## src/rtl/cpu_8bit.sv

```systemverilog
// ============================================================================
// cpu_8bit : accumulator CPU with a 32x8 shared memory loaded over an 8N1 UART
// Revision : 1.0
// ============================================================================
`default_nettype none

module cpu_8bit #(
  parameter int Baudrate = 10417
) (
  input  logic       Clk,
  input  logic       Reset,
  input  logic       Load,
  input  logic       RX,
  output logic       FE,
  output logic [7:0] Instruction,
  output logic [7:0] Acc,
  output logic [7:0] Mem,
  output logic [4:0] Program_counter
);

  localparam int CNT_W = (Baudrate > 2) ? $clog2(Baudrate) : 1;
  localparam logic [CNT_W-1:0] HALF_M1 = CNT_W'(Baudrate / 2 - 1);
  localparam logic [CNT_W-1:0] FULL_M1 = CNT_W'(Baudrate - 1);

  localparam logic [2:0] OP_HLT = 3'd0;
  localparam logic [2:0] OP_SKZ = 3'd1;
  localparam logic [2:0] OP_ADD = 3'd2;
  localparam logic [2:0] OP_AND = 3'd3;
  localparam logic [2:0] OP_XOR = 3'd4;
  localparam logic [2:0] OP_LDA = 3'd5;
  localparam logic [2:0] OP_STO = 3'd6;
  localparam logic [2:0] OP_JMP = 3'd7;

  typedef enum logic [1:0] {U_IDLE, U_START, U_DATA, U_STOP} uart_st_t;
  typedef enum logic [1:0] {S_LOAD, S_FETCH, S_EXEC, S_HALT} cpu_st_t;

  // RX synchronizer and edge history
  logic rx_meta_q, rx_meta_d;
  logic rx_sync_q, rx_sync_d;
  logic rx_prev_q, rx_prev_d;

  // UART receiver
  uart_st_t         uart_st_q, uart_st_d;
  logic [CNT_W-1:0] cnt_q, cnt_d;
  logic [2:0]       bit_q, bit_d;
  logic [7:0]       shift_q, shift_d;
  logic             fe_q, fe_d;
  logic             byte_valid;

  // Loader
  logic       load_prev_q, load_prev_d;
  logic [4:0] wptr_q, wptr_d;
  logic [4:0] wptr_base;

  // Memory
  logic [7:0] mem_q [32];
  logic       mem_we;
  logic [4:0] mem_waddr;
  logic [7:0] mem_wdata;
  logic [7:0] mem_rd;

  // Control
  cpu_st_t    cpu_st_q, cpu_st_d;
  logic [4:0] pc_q, pc_d;
  logic [7:0] ir_q, ir_d;
  logic [7:0] acc_q, acc_d;
  logic [2:0] opcode;
  logic [4:0] addr;

  assign opcode = ir_q[7:5];
  assign addr   = ir_q[4:0];
  assign mem_rd = mem_q[addr];

  always_comb begin
    rx_meta_d   = RX;
    rx_sync_d   = rx_meta_q;
    rx_prev_d   = rx_sync_q;
    load_prev_d = Load;
  end

  always_comb begin
    uart_st_d  = uart_st_q;
    cnt_d      = cnt_q;
    bit_d      = bit_q;
    shift_d    = shift_q;
    fe_d       = fe_q;
    byte_valid = 1'b0;
    unique case (uart_st_q)
      U_IDLE: begin
        if (rx_prev_q && !rx_sync_q) begin
          uart_st_d = U_START;
          cnt_d     = '0;
        end
      end
      U_START: begin
        if (cnt_q == HALF_M1) begin
          cnt_d     = '0;
          bit_d     = '0;
          uart_st_d = rx_sync_q ? U_IDLE : U_DATA;
        end else begin
          cnt_d = cnt_q + CNT_W'(1);
        end
      end
      U_DATA: begin
        if (cnt_q == FULL_M1) begin
          cnt_d   = '0;
          shift_d = {rx_sync_q, shift_q[7:1]};
          bit_d   = bit_q + 3'd1;
          if (bit_q == 3'd7) uart_st_d = U_STOP;
        end else begin
          cnt_d = cnt_q + CNT_W'(1);
        end
      end
      U_STOP: begin
        if (cnt_q == FULL_M1) begin
          cnt_d     = '0;
          uart_st_d = U_IDLE;
          if (rx_sync_q) begin
            byte_valid = 1'b1;
            fe_d       = 1'b0;
          end else begin
            fe_d = 1'b1;
          end
        end else begin
          cnt_d = cnt_q + CNT_W'(1);
        end
      end
      default: uart_st_d = U_IDLE;
    endcase
  end

  // A byte landing on the same edge as the Load rise goes to address 0.
  always_comb begin
    wptr_base = (Load && !load_prev_q) ? 5'd0 : wptr_q;
    wptr_d    = wptr_base;
    mem_we    = 1'b0;
    mem_waddr = wptr_base;
    mem_wdata = shift_q;
    if (Load) begin
      if (byte_valid) begin
        mem_we = 1'b1;
        wptr_d = wptr_base + 5'd1;
      end
    end else if (cpu_st_q == S_EXEC && opcode == OP_STO) begin
      mem_we    = 1'b1;
      mem_waddr = addr;
      mem_wdata = acc_q;
    end
  end

  always_comb begin
    cpu_st_d = cpu_st_q;
    pc_d     = pc_q;
    ir_d     = ir_q;
    acc_d    = acc_q;
    if (Load) begin
      cpu_st_d = S_LOAD;
      pc_d     = '0;
      ir_d     = '0;
    end else begin
      unique case (cpu_st_q)
        S_LOAD: cpu_st_d = S_FETCH;
        S_FETCH: begin
          ir_d     = mem_q[pc_q];
          pc_d     = pc_q + 5'd1;
          cpu_st_d = S_EXEC;
        end
        S_EXEC: begin
          cpu_st_d = S_FETCH;
          unique case (opcode)
            OP_HLT: cpu_st_d = S_HALT;
            OP_SKZ: if (acc_q == 8'd0) pc_d = pc_q + 5'd1;
            OP_ADD: acc_d = acc_q + mem_rd;
            OP_AND: acc_d = acc_q & mem_rd;
            OP_XOR: acc_d = acc_q ^ mem_rd;
            OP_LDA: acc_d = mem_rd;
            OP_STO: ;
            OP_JMP: pc_d = addr;
          endcase
        end
        S_HALT: ;
        default: cpu_st_d = S_HALT;
      endcase
    end
  end

  always_ff @(posedge Clk) begin
    if (Reset) begin
      rx_meta_q   <= 1'b1;
      rx_sync_q   <= 1'b1;
      rx_prev_q   <= 1'b1;
      uart_st_q   <= U_IDLE;
      cnt_q       <= '0;
      bit_q       <= '0;
      shift_q     <= '0;
      fe_q        <= 1'b0;
      load_prev_q <= 1'b0;
      wptr_q      <= '0;
      cpu_st_q    <= S_HALT;
      pc_q        <= '0;
      ir_q        <= '0;
      acc_q       <= '0;
    end else begin
      rx_meta_q   <= rx_meta_d;
      rx_sync_q   <= rx_sync_d;
      rx_prev_q   <= rx_prev_d;
      uart_st_q   <= uart_st_d;
      cnt_q       <= cnt_d;
      bit_q       <= bit_d;
      shift_q     <= shift_d;
      fe_q        <= fe_d;
      load_prev_q <= load_prev_d;
      wptr_q      <= wptr_d;
      cpu_st_q    <= cpu_st_d;
      pc_q        <= pc_d;
      ir_q        <= ir_d;
      acc_q       <= acc_d;
    end
  end

  always_ff @(posedge Clk) begin
    if (Reset) begin
      for (int i = 0; i < 32; i++) mem_q[i] <= '0;
    end else if (mem_we) begin
      mem_q[mem_waddr] <= mem_wdata;
    end
  end

  assign FE              = fe_q;
  assign Instruction     = ir_q;
  assign Acc             = acc_q;
  assign Mem             = mem_rd;
  assign Program_counter = pc_q;

endmodule

`default_nettype wire

```

## config.mk

```make
export PLATFORM = sky130hd
export DESIGN_NAME = cpu_8bit
export DESIGN_NICKNAME = d
export VERILOG_FILES = /design/src/rtl/cpu_8bit.sv
export SDC_FILE = /design/constraint.sdc
export NUM_CORES = 1
export LEC_CHECK = 0
export BUFFER_PORTS_ARGS = -buffer_cell sky130_fd_sc_hd__buf_2
export CAP_MARGIN = 40
export CORE_UTILIZATION = 63
export DETAILED_ROUTE_END_ITERATION = 7
export PLACE_DENSITY_LB_ADDON = 0.08
export SETUP_SLACK_MARGIN = 0.15
export SYNTH_ARGS = -nofsm -noshare
export SYNTH_HDL_FRONTEND = slang
export SYNTH_SLANG_ARGS = --single-unit
```

## constraint.sdc

```tcl
create_clock -name Clk -period 5 [get_ports Clk]
set_clock_uncertainty 0.15 [all_clocks]
set_input_delay 0.5 -clock Clk [delete_from_list [all_inputs] [get_ports Clk]]
set_output_delay 0.5 -clock Clk [all_outputs]
set_load 0.005 [all_outputs]
```

==> impl_results.md <==
- Antenna violations before repair: 0
- DP Wirelength: about 35,000 um
- CTS HTree Levels: 2
- Post-route setup slack: around 0.9 ns
- Area of the mapped netlist: 17,050 um2
- Port Buf Inserts: 33
- Required @ worst endpoint: 5.23 ns
- Slew @ Worst Pin: around 0.96 ns
- Commonest cells post-synth: nor2_1 (298), edfxtp_1 (256), mux4_2 (115)
- Setup-failing EPs final: 0
- Reg clk slew, reported paths: approximately 0.060 ns
- Initial Util: around two thirds
- Max clock buf depth: 3
- Cells after synthesis: approximately 1,400
- Setup_tns: 0 ns
- TritonCTS clock tree: yes
- CP Cell Sequence: nand3b_1 > o22ai_1 > nor4_1 > ha_1 > inv_1 > fa_1 > nor2b_1 > o31a_1 > o2111ai_1 > o211ai_1 > o211ai_1
- Post-synth top area share: between 40% and 50%
- Avg Cell Area, Syn: around 12 um2
- Synth warn: 0
- VDD IR-drop max: about 0.34 mV
- Worst r2r dst: Acc[6]$_SDFFE_PP0P_
- Ys flop type: edfxtp_1
- Hold path depth: 2
- WHS Endpoint: rx_meta_q$_SDFF_PP1_
- Worst Hold Class: in -> reg
- Largest net degree at the start of global routing: 46
- Max Fanout on Critical Path: 24
- Post-CTS Resized: 0
- Pwr/cell area: 323.4 nW/um2
- Gr ovfl total: 0
- GRT Resource Usage Total: a little over a third
- Final instance area: ~19,000 um2
- Total Power: 6.088 mW
- R2r setup slk: between 0.8 and 0.9 ns
- Die area: 27,720 um2
- Die height: between 150 and 200 um
- Number of vias per cell: roughly 7
- Routed WL per cell: roughly 28 um
- Final wirelength: ~49,000 um
- FMAX: 243.7 MHz
- Cell taking the most area after synthesis: edfxtp_1
- Seq cells post-synth: roughly 320
- Filler cell count: ~1,800
- Crit Path Category: reg -> reg
- DR iter-0 viols: 2,237
- Final hold viol count: 0
- Via count: approximately 13,000
- CP top delay family: simple AND/OR/NAND/NOR gates
- Setup crit end kind: register
- Pre-CTS setup slack: between 1 and 1.5 ns
- Area growth syn-to-layout: 10.44%
- Std cell rows: 59
- Io pins: 34
- Biggest cell delay along the critical path: approximately 0.91 ns
- RR Startpoint: Instruction[3]$_SDFFE_PP0P_
- Clock sinks: 316
- Most used cell, CP: o211ai_1
- DRT antenna net count: 0
- Share of layout cells above drive strength 1: a little under a quarter
- First-pass GRT wire length: approximately 75,000 um
- DRC Markers: 5
- Worst path bufs/invs: 1
- Status: finished, violations left
- Crit path max-delay cell type: dfxtp_1
- Syn nets: around 1,400
- Core area: between 20,000 and 30,000 um2
- Area of the multi-input gates: 7721 um2
- Worst hold slack: roughly 0.014 ns
- Number of global-route vias before repair: between 10,000 and 15,000
- Reg2reg path depth: 11
- Post-DP Area: 17,640 um2
- RSZ-0062 raised after global routing: false
- # hold bufs at CTS: 0
- Detailed Routing Iterations Pass 1: 7
- Most frequent cell after synthesis: nor2_1
- Startpoint types: register
- Synth cell types: 73
- Sequential area share after synthesis: 52.14%
- Async SR Flop Fraction: 0%
- Top cells by area, synth: edfxtp_1 (45%), mux4_2 (15%), dfxtp_1 (7.0%)
- Post-CTS Setup Bufs: 0
- Root Buffer: clkbuf_16
- Worst skew pair latency: between 0.5 and 0.6 ns
- # diodes: 0
- Clock period minus worst slack: just over 4 ns
- Die Width: 166.5 um
- Sequential cell area: between 8000 and 9000 um2
- Leak Pwr: ~6.3 nW
- MaxCap Viol Count: 0
- Failing checks: design-rule violations
- Number of flops mapped to enable cells by yosys: approximately 260
- Min-delay src: RX
- Routability cong.: 0.9879
- Final #Nets: between 1,000 and 1,500
- Fin crit share: between 80% and 90%
- CTS buffer count: 35
- Slew Viols, Final: 0
- Slew margin rel.: 35.77%
- Critical Path AT: ~4.3 ns
[placed cells by master (no fill, tap or decap), types with 10 or more instances in the layout]
master and count:
a211oi_1 10, a21oi_1 33, a22oi_1 15, a31oi_1 12, buf_2 33, buf_4 23, clkbuf_16 39, dfxtp_1 56
edfxtp_1 256, ha_1 18, inv_1 33, mux2_2 26, mux2i_1 21, mux4_2 115, nand2_1 87, nand2b_1 12
nand3_1 31, nor2_1 298, nor3_1 15, nor4_1 16, o211ai_2 28, o21ai_0 37, o22ai_1 35
[worst max path at each step]
stage	from	endpoint	slack [ns]	depth (start not counted)
3_5_place_dp	Instruction[1]$_SDFFE_PP0P_	Acc[6]$_SDFFE_PP0P_	1.09	12
6_report	Instruction[3]$_SDFFE_PP0P_	Acc[6]$_SDFFE_PP0P_	0.90	11
5_1_grt	Instruction[1]$_SDFFE_PP0P_	Acc[6]$_SDFFE_PP0P_	0.78	12
3_3_place_gp	Instruction[1]$_SDFFE_PP0P_	Acc[6]$_SDFFE_PP0P_	0.87	12
4_1_cts	Instruction[1]$_SDFFE_PP0P_	Acc[6]$_SDFFE_PP0P_	1.04	12
2_1_floorplan	Instruction[2]$_SDFFE_PP0P_	Acc[6]$_SDFFE_PP0P_	1.29	14
[cells by family (layout without fill, tap and decap cells)]
family	Yosys count	count (layout)	share of synthesized area, %
buf+inv	139	159	3.141
xor+xnor	12	12	0.6166
simple gates	533	533	14.31
mux	169	169	18.56
compound gates	228	228	9.792
fa+ha+maj	19	19	1.439
flops	316	316	52.14
[where the power goes]
part / switching [mW] / leakage (nW) / internal [mW] / total, mW
Sequential: 0.0755 / 3.13 / 2.91 / 2.99
Clock: 1.09 / 0.582 / 1.58 / 2.67
Combinational: 0.250 / 2.54 / 0.182 / 0.432
Total: 1.41 / 6.25 / 4.68 / 6.09
[flip-flops by register name (all words and copies together), names as in the netlist, named ones only]
name / count
shift_q: 8
load_prev_q: 1
mem_q: 256
FE: 1
Program_counter: 5
rx_prev_d: 1
Instruction: 8
uart_st_q: 1
rx_prev_q: 1
Acc: 8
cnt_q: 14
cpu_st_q: 2
rx_meta_q: 1
bit_q: 3
wptr_q: 5
[cell type report]
| type | instances | share of cell area [%] |
|---|---|---|
| multi-input combinational | 961 | 41.01 |
| timing repair buffer | 62 | 2.512 |
| tap | 335 | 2.226 |
| clock buffer | 42 | 5.297 |
| inverter | 34 | 0.6779 |
| sequential | 316 | 47.29 |
| clock inverter | 21 | 0.9836 |
[per-stage QoR]
stage	instances	utilization, %
after CTS	1771	71.64
after global placement	1702	66.63
after floorplan	1416	-
after detailed placement	1708	67.14
after global routing	1771	71.64
final	1771	71.64
[layer usage]
| metal | global-route usage, % | part of all wire, % | up-vias |
|---|---|---|---|
| met5 | 0 | 0 | - |
| met1 | 51.30 | 37 | 6262 |
| li1 | - | - | 5394 |
| met3 | 9.054 | 14 | 151 |
| met2 | 52.58 | 44 | 949 |
| met4 | 18.24 | 5.2 | 0 |
Power figures use the tool's default switching activity.
